**src/rtl/fetch_queue_pkg.sv**
```systemverilog
// Shared constants, entry layout and helpers for the instruction fetch queue.
package fetch_queue_pkg;

    localparam int WORD_WIDTH = 32;
    localparam logic [WORD_WIDTH-1:0] PC_BASE   = 32'h0000_0000;
    localparam logic [WORD_WIDTH-1:0] NOP_INSTR = 32'h0000_0000;
    localparam int FQ_DEPTH   = 4;
    localparam int ENTRY_W    = 2 * WORD_WIDTH;

    // One queued fetch: pc in the upper word, instruction in the lower word.
    typedef struct packed {
        logic [WORD_WIDTH-1:0] pc;
        logic [WORD_WIDTH-1:0] instr;
    } fq_entry_t;

    function automatic fq_entry_t fq_pack(input logic [WORD_WIDTH-1:0] pc,
                                          input logic [WORD_WIDTH-1:0] instr);
        fq_entry_t e;
        e.pc    = pc;
        e.instr = instr;
        return e;
    endfunction

endpackage

```
**src/rtl/fq_storage.sv**
```systemverilog
// Fetch queue entry storage: register array with one synchronous write
// port and one combinational read port. Contents are never reset.
module fq_storage
    import fetch_queue_pkg::*;
#(
    parameter int DEPTH = FQ_DEPTH
) (
    input  logic                       clk,
    input  logic                       we,
    input  logic [$clog2(DEPTH)-1:0]   waddr,
    input  logic [ENTRY_W-1:0]         wdata,
    input  logic [$clog2(DEPTH)-1:0]   raddr,
    output logic [ENTRY_W-1:0]         rdata
);

    logic [ENTRY_W-1:0] mem_q [DEPTH];

    // Capture the written entry; stale data is harmless because reads are
    // qualified by the occupancy count in the parent.
    always_ff @(posedge clk) begin
        if (we) begin
            mem_q[waddr] <= wdata;
        end
    end

    // Head entry read without a register so decode sees it in the same cycle.
    always_comb begin
        rdata = mem_q[raddr];
    end

endmodule

```
**src/rtl/fetch_queue.sv**
```systemverilog
// Instruction fetch queue: circular FIFO of (pc, instr) pairs between fetch
// and decode, with valid/ready on both sides and a single-cycle flush.
module fetch_queue
    import fetch_queue_pkg::*;
#(
    parameter int DEPTH = FQ_DEPTH
) (
    input  logic                       clk,
    input  logic                       rst,
    input  logic                       in_valid,
    input  logic [WORD_WIDTH-1:0]      in_pc,
    input  logic [WORD_WIDTH-1:0]      in_instr,
    output logic                       in_ready,
    input  logic                       flush,
    output logic                       out_valid,
    output logic [WORD_WIDTH-1:0]      out_pc,
    output logic [WORD_WIDTH-1:0]      out_instr,
    input  logic                       out_ready,
    output logic [$clog2(DEPTH):0]     count
);

    localparam int PTR_W = $clog2(DEPTH);
    localparam int CNT_W = PTR_W + 1;
    localparam logic [CNT_W-1:0] CNT_FULL = CNT_W'(DEPTH);

    logic [PTR_W-1:0] rd_ptr_q, rd_ptr_d;
    logic [PTR_W-1:0] wr_ptr_q, wr_ptr_d;
    logic [CNT_W-1:0] count_q,  count_d;

    logic             push;
    logic             pop;
    fq_entry_t        wr_entry;
    fq_entry_t        head_entry;
    logic [ENTRY_W-1:0] head_raw;

    fq_storage #(
        .DEPTH (DEPTH)
    ) u_storage (
        .clk   (clk),
        .we    (push),
        .waddr (wr_ptr_q),
        .wdata (wr_entry),
        .raddr (rd_ptr_q),
        .rdata (head_raw)
    );

    // Handshake decode: both ready and valid come from registered occupancy
    // only, so fetch stall never depends combinationally on decode stall.
    always_comb begin
        in_ready  = (count_q != CNT_FULL);
        out_valid = (count_q != '0);
        push      = in_valid & in_ready & ~flush;
        pop       = out_valid & out_ready & ~flush;
        wr_entry  = fq_pack(in_pc, in_instr);
    end

    // Next pointer/count state; flush wins over any concurrent push or pop.
    always_comb begin
        rd_ptr_d = rd_ptr_q;
        wr_ptr_d = wr_ptr_q;
        count_d  = count_q;
        if (flush) begin
            rd_ptr_d = '0;
            wr_ptr_d = '0;
            count_d  = '0;
        end else begin
            if (push) begin
                wr_ptr_d = wr_ptr_q + PTR_W'(1);
            end
            if (pop) begin
                rd_ptr_d = rd_ptr_q + PTR_W'(1);
            end
            case ({push, pop})
                2'b10:   count_d = count_q + CNT_W'(1);
                2'b01:   count_d = count_q - CNT_W'(1);
                default: count_d = count_q;
            endcase
        end
    end

    // Pointer and occupancy registers; reset empties the queue immediately.
    always_ff @(posedge clk or posedge rst) begin
        if (rst) begin
            rd_ptr_q <= '0;
            wr_ptr_q <= '0;
            count_q  <= '0;
        end else begin
            rd_ptr_q <= rd_ptr_d;
            wr_ptr_q <= wr_ptr_d;
            count_q  <= count_d;
        end
    end

    // Head presentation: an empty queue shows a NOP at the base PC rather
    // than whatever stale entry the read pointer happens to address.
    always_comb begin
        head_entry = fq_entry_t'(head_raw);
        count      = count_q;
        if (out_valid) begin
            out_pc    = head_entry.pc;
            out_instr = head_entry.instr;
        end else begin
            out_pc    = PC_BASE;
            out_instr = NOP_INSTR;
        end
    end

endmodule

```
**config.mk**
```make
export PLATFORM = sky130hd
export DESIGN_NAME = fetch_queue
export DESIGN_NICKNAME = d
export VERILOG_FILES = /design/src/rtl/fetch_queue_pkg.sv /design/src/rtl/fq_storage.sv /design/src/rtl/fetch_queue.sv
export SDC_FILE = /design/constraint.sdc
export NUM_CORES = 1
export LEC_CHECK = 0
export CORE_ASPECT_RATIO = 1.25
export CORE_UTILIZATION = 50
export CTS_CLUSTER_SIZE = 28
export DETAILED_ROUTE_END_ITERATION = 16
export GPL_ROUTABILITY_DRIVEN = 0
export PLACE_DENSITY = 0.82
export SLEW_MARGIN = 20
export SYNTH_ARGS = -nofsm -noshare
export SYNTH_HDL_FRONTEND = slang
export SYNTH_SLANG_ARGS = --single-unit
```
**constraint.sdc**
```tcl
create_clock -name clk -period 3.1 [get_ports clk]
set_input_delay 0.93 -clock clk [delete_from_list [all_inputs] [get_ports clk]]
set_output_delay 0.93 -clock clk [all_outputs]
set_load 0.05 [all_outputs]
```
# == Yosys cells after proc, flatten, opt, wreduce, memory -nomap -nowiden ==
# Memories as Yosys holds them, arrays and structs flattened.
# Cells that the tools add are included.
# word_totals
output_inout_bits,69
regBits,7
word_cells,30
mem_bits_rw,256
memories,1
inputBits,69
# memory_table
memory,depth,word_bits,rd,rd_clocked_by_memory_dff,write_ports,line,source
u_storage.mem_q,4,64,1,0,1,fq_storage.sv:16,logic [ENTRY_W-1:0] mem_q [DEPTH];
# op_classes
n_eq_ne,3
addsub,4
n_reduce_logical,4
n_mux,10
n_bitwise,5
# op_table
op,n
32-bit two-way mux,2
2-bit two-way mux,4
3-bit case mux with 2 select lines,1
3-bit nonzero test,2
"2-bit by 1-bit adder with 2-bit output, second input constant",2
1-bit AND,4
2-bit nonzero test,2
"3-bit by 1-bit adder with 3-bit output, second input constant",1
3-bit two-way mux,1
"3-bit inequality test, second input constant",1
"3-bit by 1-bit subtractor with 3-bit output, second input constant",1
"2-bit by 1-bit equality test with 1-bit output, second input constant",1
"2-bit equality test, second input constant",1
1-bit two-way mux,2
1-bit NOT,1

# == Longest topological paths before layout ==
# Gate-level depths: netlist of the first run.
# depth
ltp_word,6
ltp_mapped,7
ltp_nobuf,6

# == By module ==
# From an unflattened synthesis of the first run, not the netlist that was laid out.
# hier_totals
hier_cells,464
hier_area_um2,10301.1
# by_module_without_submodules
module,seq_area_each_um2,instances,cells_each,area_per_inst_um2
fq_storage,7687.4,1,338,9341.5
fetch_queue,175.2,1,126,959.7

# == Worst setup path after synthesis of the first run ==
# OpenSTA, ideal clock, no wires.
# synth_path
path_kind,input to register
from,in in_valid
to,"mem u_storage.mem_q[0][0] (netlist bit), enable pin"
path_stages,4
arrival_ns,3.091
n_path_buf,1
setup_ns,0.429
path_slack_ns,-0.420
required_time_ns,2.671
cell_sequence,clkbuf_1 > inv_1 > nor3_1 > and2_1
# synth_via
elab_chain_cells,4
# synth_rtl
element,line,source
start: declaration,fetch_queue.sv:10,"input logic in_valid,"
1-bit AND (2 in series),fetch_queue.sv:52,push = in_valid & in_ready & ~flush;
1-bit two-way mux,fq_storage.sv:21,if (we) begin
1-bit two-way mux (not written as such),fq_storage.sv:22,mem_q[waddr] <= wdata;
end: declaration,fq_storage.sv:16,
# Every way passes these cells.

# == Worst setup path in the final report of the first run ==
# layout_path
from,reg rd_ptr_q[0]
to,out out_pc[26]
# layout_via
elab_chain_cells,2
# layout_rtl
element,line,source
start: declaration,fetch_queue.sv:26,"logic [PTR_W-1:0] rd_ptr_q, rd_ptr_d;"
start signal: assignment,fetch_queue.sv:88,rd_ptr_q <= rd_ptr_d;
memory read 4 x 64 bit,-,
32-bit two-way mux,fetch_queue.sv:99,if (out_valid) begin
end: declaration,fetch_queue.sv:16,"output logic [WORD_WIDTH-1:0] out_pc,"
# Every way passes these cells.

==> impl_results.md, run 1 <==
* Outcome: finished clean
* Max incr delay on CP at approximately 560 ps
* Worst Path Arrival at between 2000 and 2500 ps
* Metal1 wirelength at around 7.3 mm
* Met3 WL post-DR at between 700 and 800 um
* Die Ht at 162 um
* Worst Tran Pin Value at just under 500 ps
* Clock Skews at around 12 ps
* Post-synthesis instance area at 0.0102 mm^2
* Clock network latency to the later pin of the worst-skew pair at around 500 ps
* Total CTS buffers at 24
* Worst supply voltage drop on vdd at 0.401 mV
* Share of the yosys chip area belonging to registers at roughly three quarters
* Syn-to-layout area delta at 27.8%
* Total wirelength of the detailed-routed design at between 15 and 20 mm
* Crit path launch type: flop
* Count of buffering cells on the critical path with inverters included at 2
* Synthesized netlist net count at roughly 540
* Max FO, Critical Path at 21
* Crit path max-delay cell type: sky130_fd_sc_hd__mux4_2
* Least setup slack across all paths after layout at about 28 ps
* Global-route wire length before repair at 28.9 mm
* All-Layer GR Usage at between 10% and 20%
* List of cells traversed by the critical path: buf_12 > mux4_2 > and2_4 > buf_6
* Tightest Hold Check Type: reg -> reg
* Wire length per cell after detailed routing at between 20 and 25 um
* DP Cell Count at just under 900
* Cell type group with the largest total delay on the critical path: multiplexers
* CTS root buf: sky130_fd_sc_hd__clkbuf_16
* Initial standard-cell utilization of the core at approximately half
* Most common cell after layout, fill and taps aside: sky130_fd_sc_hd__edfxtp_1
* Dpl cell area at 0.0119 mm^2
* Post-layout minimum cycle time at between 3000 and 4000 ps
* Detailed-placement wirelength estimate at 11.6 mm
* H-Tree Depth at 1
* Synthesized instance count at 470
* Highest clock rate at around 0.33 GHz
* Total number of yosys warnings at 0
* Dominant register cell in the synthesized netlist: sky130_fd_sc_hd__edfxtp_1
* CTS tree: done
* Endpoint kind of the worst setup timing path: primary output
* Number of hold violations in the final report at 0
* Most frequent cells in the layout: 256 x sky130_fd_sc_hd__edfxtp_1, 71 x sky130_fd_sc_hd__clkdlybuf4s50_1, 64 x sky130_fd_sc_hd__mux4_2
* Ratio of routed vias to standard cells at about 5.3
* Max-cap check violation count at 0
* Number of distinct standard cells referenced by the synthesized netlist at 35
* Top sig layer: met5
* Antenna diodes at 0
* Cell area power density at around 660 mW/mm^2
* Total non-filler cell area in the finished layout at ~0.013 mm^2
* Number of rows in the core area at a little under 60
* Synthesized area per cell at around 22 um^2
* Proportion of synthesized flip-flops having asynchronous set or reset at under 10%
* Leakage power figure at 0.00436 uW
* Final setup vio count at 0
* Die Width at 130 um
* Port Buf Inserts at approximately 140
* Residual antenna-violating net count after detailed routing at 0
* Critical Setup Path Class: reg -> out
* Pre-CTS setup slack at between 100 and 150 ps
* Number of remaining DRC errors at 0
* Number of max-slew violations in the final report at 0
* Fin crit share at between 90 and 100%
* Share of layout cells above drive strength 1 at 35.1%
* Number of design-rule violations left by the first detailed-router iteration at roughly 330
* Number of nets in the final layout at approximately 710
* Clock slew seen by the registers of the worst setup and hold paths at 60 ps
* Final global-route overflow total at 0
* Number of sinks driven by the clock tree at 263
* Antenna violations before repair at 1
* Worst rel slew slack at between 60 and 70%
* Number of detailed-routing iterations run before antenna repair at 6
* I/O pin count at 138
* DIE AREA at around 0.021 mm^2
* Number of enable-type register cells in the synthesized netlist at about 260
* Unrepaired setup endpoints after global routing: yes
* FF+latch count, synth at 263
* Vias in the first global route at 5338
* Clock Path Buffers at 3
* Required time of the worst setup path at roughly 2200 ps
* Number of standard cells in the final layout excluding fillers at between 900 and 1000
* Maximum number of pins on one net before global-route repair at between 60 and 70
* Vias after detailed routing at between 4000 and 5000
* Met2 Routed Length at ~10 mm
* Placeable core region at slightly above 0.02 mm^2
## per-layer routing
metal | GRT usage (%) | up-vias
met3 | 2.60 | 28
met1 | 22.7 | 2543
met5 | 0 | -
met2 | 33.3 | 130
li1 | - | 2213
met4 | 6.45 | 2
## cells in the mapped netlist (2+ instances only)
library cell / number / share of area, %
sky130_fd_sc_hd__clkbuf_2: 4 / 0.20
sky130_fd_sc_hd__a21oi_1: 3 / 0.15
sky130_fd_sc_hd__nor3_1: 2 / 0.098
sky130_fd_sc_hd__nand2b_1: 2 / 0.12
sky130_fd_sc_hd__nor2_1: 5 / 0.18
sky130_fd_sc_hd__dfrtp_1: 7 / 1.7
sky130_fd_sc_hd__buf_6: 5 / 0.55
sky130_fd_sc_hd__nand3_1: 4 / 0.20
sky130_fd_sc_hd__buf_2: 9 / 0.44
sky130_fd_sc_hd__o21ai_0: 2 / 0.098
sky130_fd_sc_hd__ha_1: 4 / 0.49
sky130_fd_sc_hd__edfxtp_1: 256 / 75
sky130_fd_sc_hd__inv_1: 7 / 0.26
sky130_fd_sc_hd__and2_1: 68 / 4.2
sky130_fd_sc_hd__nand2_1: 2 / 0.074
sky130_fd_sc_hd__xor2_1: 2 / 0.17
sky130_fd_sc_hd__clkbuf_1: 5 / 0.18
sky130_fd_sc_hd__mux4_2: 64 / 14
sky130_fd_sc_hd__o2111ai_1: 2 / 0.17
sky130_fd_sc_hd__buf_4: 2 / 0.15
## final cells by class
type	count	area, um^2
Sequential cell	263	7870
Fill cell	1294	7050
Multi-Input combinational cell	174	2250
Timing Repair Buffer	164	1720
Clock buffer	29	641
Tap cell	270	338
Clock inverter	15	211
Inverter	7	26.3
## timing repair
| item | in CTS | in global routing |
|---|---|---|
| buffers inserted | 9 | 0 |
| resized for setup | 32 | 37 |
| gates cloned | 0 | 0 |
| endpoints found under the setup margin | 65 | 40 |
| hold buffers | 0 | 0 |
## through the flow
step	power [uW]	TNS, ps	util [%]	hold WS [ps]
floorplan	5040	0	-	557
global placement	5480	0	59.3	571
detailed placement	5510	0	59.3	586
CTS	8660	-11.3	64.4	597
global route	8910	-195	64.9	635
finish	8650	0	64.9	595
## registers in the layout, indices dropped and copies added, names as in the netlist
| name | cells |
|---|---|
| u_storage.mem_q | 256 |
| count | 3 |
| rd_ptr_q | 2 |
| wr_ptr_q | 2 |
## cells by family (layout without fill, tap and decap cells)
logic type,after synthesis,in the layout,share of synthesized area (%)
AOI/OAI and AO/OA,14,14,0.943
xor gates and xnor gates,3,3,0.257
adders and majority gates,5,5,0.686
buffers and inverters,33,215,1.81
DFF,263,263,77.0
muxes,65,65,14.2
and+or+nand+nor,87,87,5.11
## final timing paths
| kind | start | end | slack [ps] | cells after the start |
|---|---|---|---|---|
| setup reg to reg | count[0] | count[2] | 500 | 8 |
| max in group asynchronous | rst | rd_ptr_q[0] | 2170 | 2 |
| setup / recovery | rd_ptr_q[0] | out_pc[26] | 30 | 4 |
| min in group asynchronous | rst | count[2] | 690 | 2 |
| hold reg to reg | wr_ptr_q[0] | wr_ptr_q[0] | 590 | 2 |
| hold / removal | wr_ptr_q[0] | wr_ptr_q[0] | 590 | 2 |
## where the power goes
group          switching (uW)  total, uW  internal, uW
Combinational             861       1510           644
Sequential               33.3       4040          4010
Clock                    1210       3100          1900
## worst min-delay path, cell delays in order, from the launching register on
cell and delay (ps):
sky130_fd_sc_hd__dfrtp_1 410, sky130_fd_sc_hd__o21ai_0 90, sky130_fd_sc_hd__a21oi_1 60
Power figures use the tool's default switching activity.
==> run 2: changes to the inputs <==
Settings changed: CORE_UTILIZATION 50 to 55, PLACE_DENSITY 0.82 to 0.88.
==> impl_results.md, run 2 (synthesis results as in run 1) <==
* Die Width at 124 um (-4.6%)
* Number of rows in the core area at 55 (-5.2%)
* Most flops, register: u_storage.mem_q
* Number of design-rule violations left by the first detailed-router iteration at 398 (+22%)
* Most common cell after layout, fill and taps aside: sky130_fd_sc_hd__edfxtp_1
* Worst Path Arrival at 2160 ps (+20 ps)
* Number of sinks driven by the clock tree at 263 (unchanged)
* Ratio of routed vias to standard cells at 5.82 (+9.1%)
* Clock Path Buffers at 3 (unchanged)
* Clock slew seen by the registers of the worst setup and hold paths at 60 ps (about the same)
* Critical Setup Path Class: reg -> out
* Number of hold violations in the final report at 0 (unchanged)
* All-Layer GR Usage at 21.9% (+3.4 points)
* Crit path launch type: flop
* Worst rel slew slack at 66.8% (about the same)
* Number of nets in the final layout at 710 (+0.28%)
* Post-layout minimum cycle time at 3090 ps (+13.8 ps)
* Total wirelength of the detailed-routed design at 20.8 mm (+10%)
* DIE AREA at 0.0191 mm^2 (-9.0%)
* Syn-to-layout area delta at 26.2%
* Required time of the worst setup path at 2170 ps (about the same)
* Final setup vio count at 0 (unchanged)
* H-Tree Depth at 1 (unchanged)
* Worst hold path startpoint: wr_ptr_q[0]
* Final global-route overflow total at 0 (unchanged)
* Vias after detailed routing at 5130 (+4.4%)
* Clock Skews at 14.3 ps (+2.10 ps)
* Maximum number of pins on one net before global-route repair at 38 (-42%)
* Tightest Hold Check Type: reg -> reg
* CTS root buf: sky130_fd_sc_hd__clkbuf_16
* Total CTS buffers at 25 (+4.2%)
* Fin crit share at 99.5% (+0.44 points)
* CTS tree: done
* Endpoint kind of the worst setup timing path: primary output
* Most frequent cells in the layout: 256 x sky130_fd_sc_hd__edfxtp_1, 71 x sky130_fd_sc_hd__clkdlybuf4s50_1, 64 x sky130_fd_sc_hd__mux4_2
* Cells on worst reg2reg path at 7 (-1)
* Worst supply voltage drop on vdd at 0.847 mV (+110%)
* Max FFs per register at 256 (unchanged)
* Final TNS setup at 0 ps (unchanged)
* Die Ht at 154 um (-4.6%)
* Cell area power density at 658 mW/mm^2 (-0.61%)
* Number of standard cells in the final layout excluding fillers at 882 (-4.3%)
* Clock network latency to the later pin of the worst-skew pair at 510 ps (about the same)
* Worst Tran Pin Value at 496 ps (-0.00155 ps)
* DP Cell Count at 829 (-4.6%)
* Initial standard-cell utilization of the core at 56.2% (+5.4 points)
* Pwr Total at 8490 uW (-1.8%)
* Worst R2R End: count[2]
* Vias in the first global route at 5417 (+1.5%)
* Detailed-placement wirelength estimate at 12.1 mm (+4.5%)
* I/O pin count at 138 (unchanged)
* Residual antenna-violating net count after detailed routing at 0 (unchanged)
* Max FO, Critical Path at 13 (-38%)
* Worst hold endpoint: wr_ptr_q[0]
* Outcome: finished clean
* Number of max-slew violations in the final report at 0 (unchanged)
* Max-cap check violation count at 0 (unchanged)
* Number of remaining DRC errors at 0 (unchanged)
* Startpoint of the lowest-slack register-to-register path: count[1]
* Antenna diodes at 0 (unchanged)
* Worst Hold Path Cells at 2 (unchanged)
* Number of detailed-routing iterations run before antenna repair at 5 (-1)
* Port Buf Inserts at 137 (unchanged)
* Unrepaired setup endpoints after global routing: yes
* Antenna violations before repair at 1 (unchanged)
* Highest clock rate at 0.324 GHz (-0.45%)
* Worst R2R Setup Slack at 550 ps (+50 ps)
* Share of layout cells above drive strength 1 at 31.8% (-3.3 points)
* Global-route wire length before repair at 30.6 mm (+6.1%)
* Wire length per cell after detailed routing at 23.6 um (+15%)
* Placeable core region at 0.0182 mm^2 (-9.6%)
* Leakage power figure at 0.00431 uW (-1.1%)
run 2: cell type report:
class / instances / area, um^2
inverters: 7 / 26.3
well taps: 228 / 285
flip-flops and latches: 263 / 7870
repair buffers: 165 / 1720
multi-input cells: 174 / 2200
clock inverters: 17 / 159
fillers: 1095 / 5280
clock buffers: 28 / 637
run 2: report_power, final:
part	internal, uW	total [uW]	switching [uW]
clock network	1720	2940	1220
registers	4010	4040	36.6
logic	622	1500	878
run 2: worst max-delay path by stage:
| stage | start | end | slack [ps] | depth (start not counted) |
|---|---|---|---|---|
| 3_5_place_dp | in_valid | count[2] | 40 | 6 |
| 6_report | rd_ptr_q[0] | out_pc[28] | 10 | 5 |
| 3_3_place_gp | in_valid | count[2] | 200 | 6 |
| 2_1_floorplan | count[0] | out_instr[10] | 30 | 4 |
| 4_1_cts | rd_ptr_q[0] | out_pc[9] | -10 | 4 |
| 5_1_grt | rd_ptr_q[0] | out_instr[21] | -30 | 5 |
run 2: stage by stage:
step	hold WS, ps	setup slack (ps)	util (%)	instance area [um^2]
2_1_floorplan	557	25.5	-	10200
3_3_place_gp	580	201	65.4	11900
3_5_place_dp	607	41.7	65.4	11900
4_1_cts	618	-12.7	70.4	12800
5_1_grt	660	-30.2	71.0	12900
6_report	627	14.3	71.0	12900
run 2: routing by layer:
metal | vias to the layer above | share of wire (%) | GRT usage (%)
met3 | 42 | 5.9 | 3.47
li1 | 2241 | - | -
met2 | 228 | 55 | 38.0
met5 | - | 0.062 | 0
met4 | 2 | 2.5 | 7.54
met1 | 2617 | 37 | 27.8
run 2: worst max-delay path, cell delays in order, from the launching register on:
cell                      delay, ps
sky130_fd_sc_hd__dfrtp_4        430
sky130_fd_sc_hd__buf_12         130
sky130_fd_sc_hd__buf_12         170
sky130_fd_sc_hd__mux4_2         560
sky130_fd_sc_hd__and2_4         200
sky130_fd_sc_hd__buf_6          150
run 2: timing repair:
item | 4_1_cts | 5_1_grt
gates cloned | 0 | 3
setup endpoints to repair | 65 | 55
gates resized for setup | 29 | 3
hold buffers | 0 | 0
setup buffers | 3 | 2
==> run 3: changes to the inputs <==
Settings changed: SLEW_MARGIN 20 to default.
==> results of run 3 <==
Same layout as run 2: the final DEF is identical, and so are final timing and power.
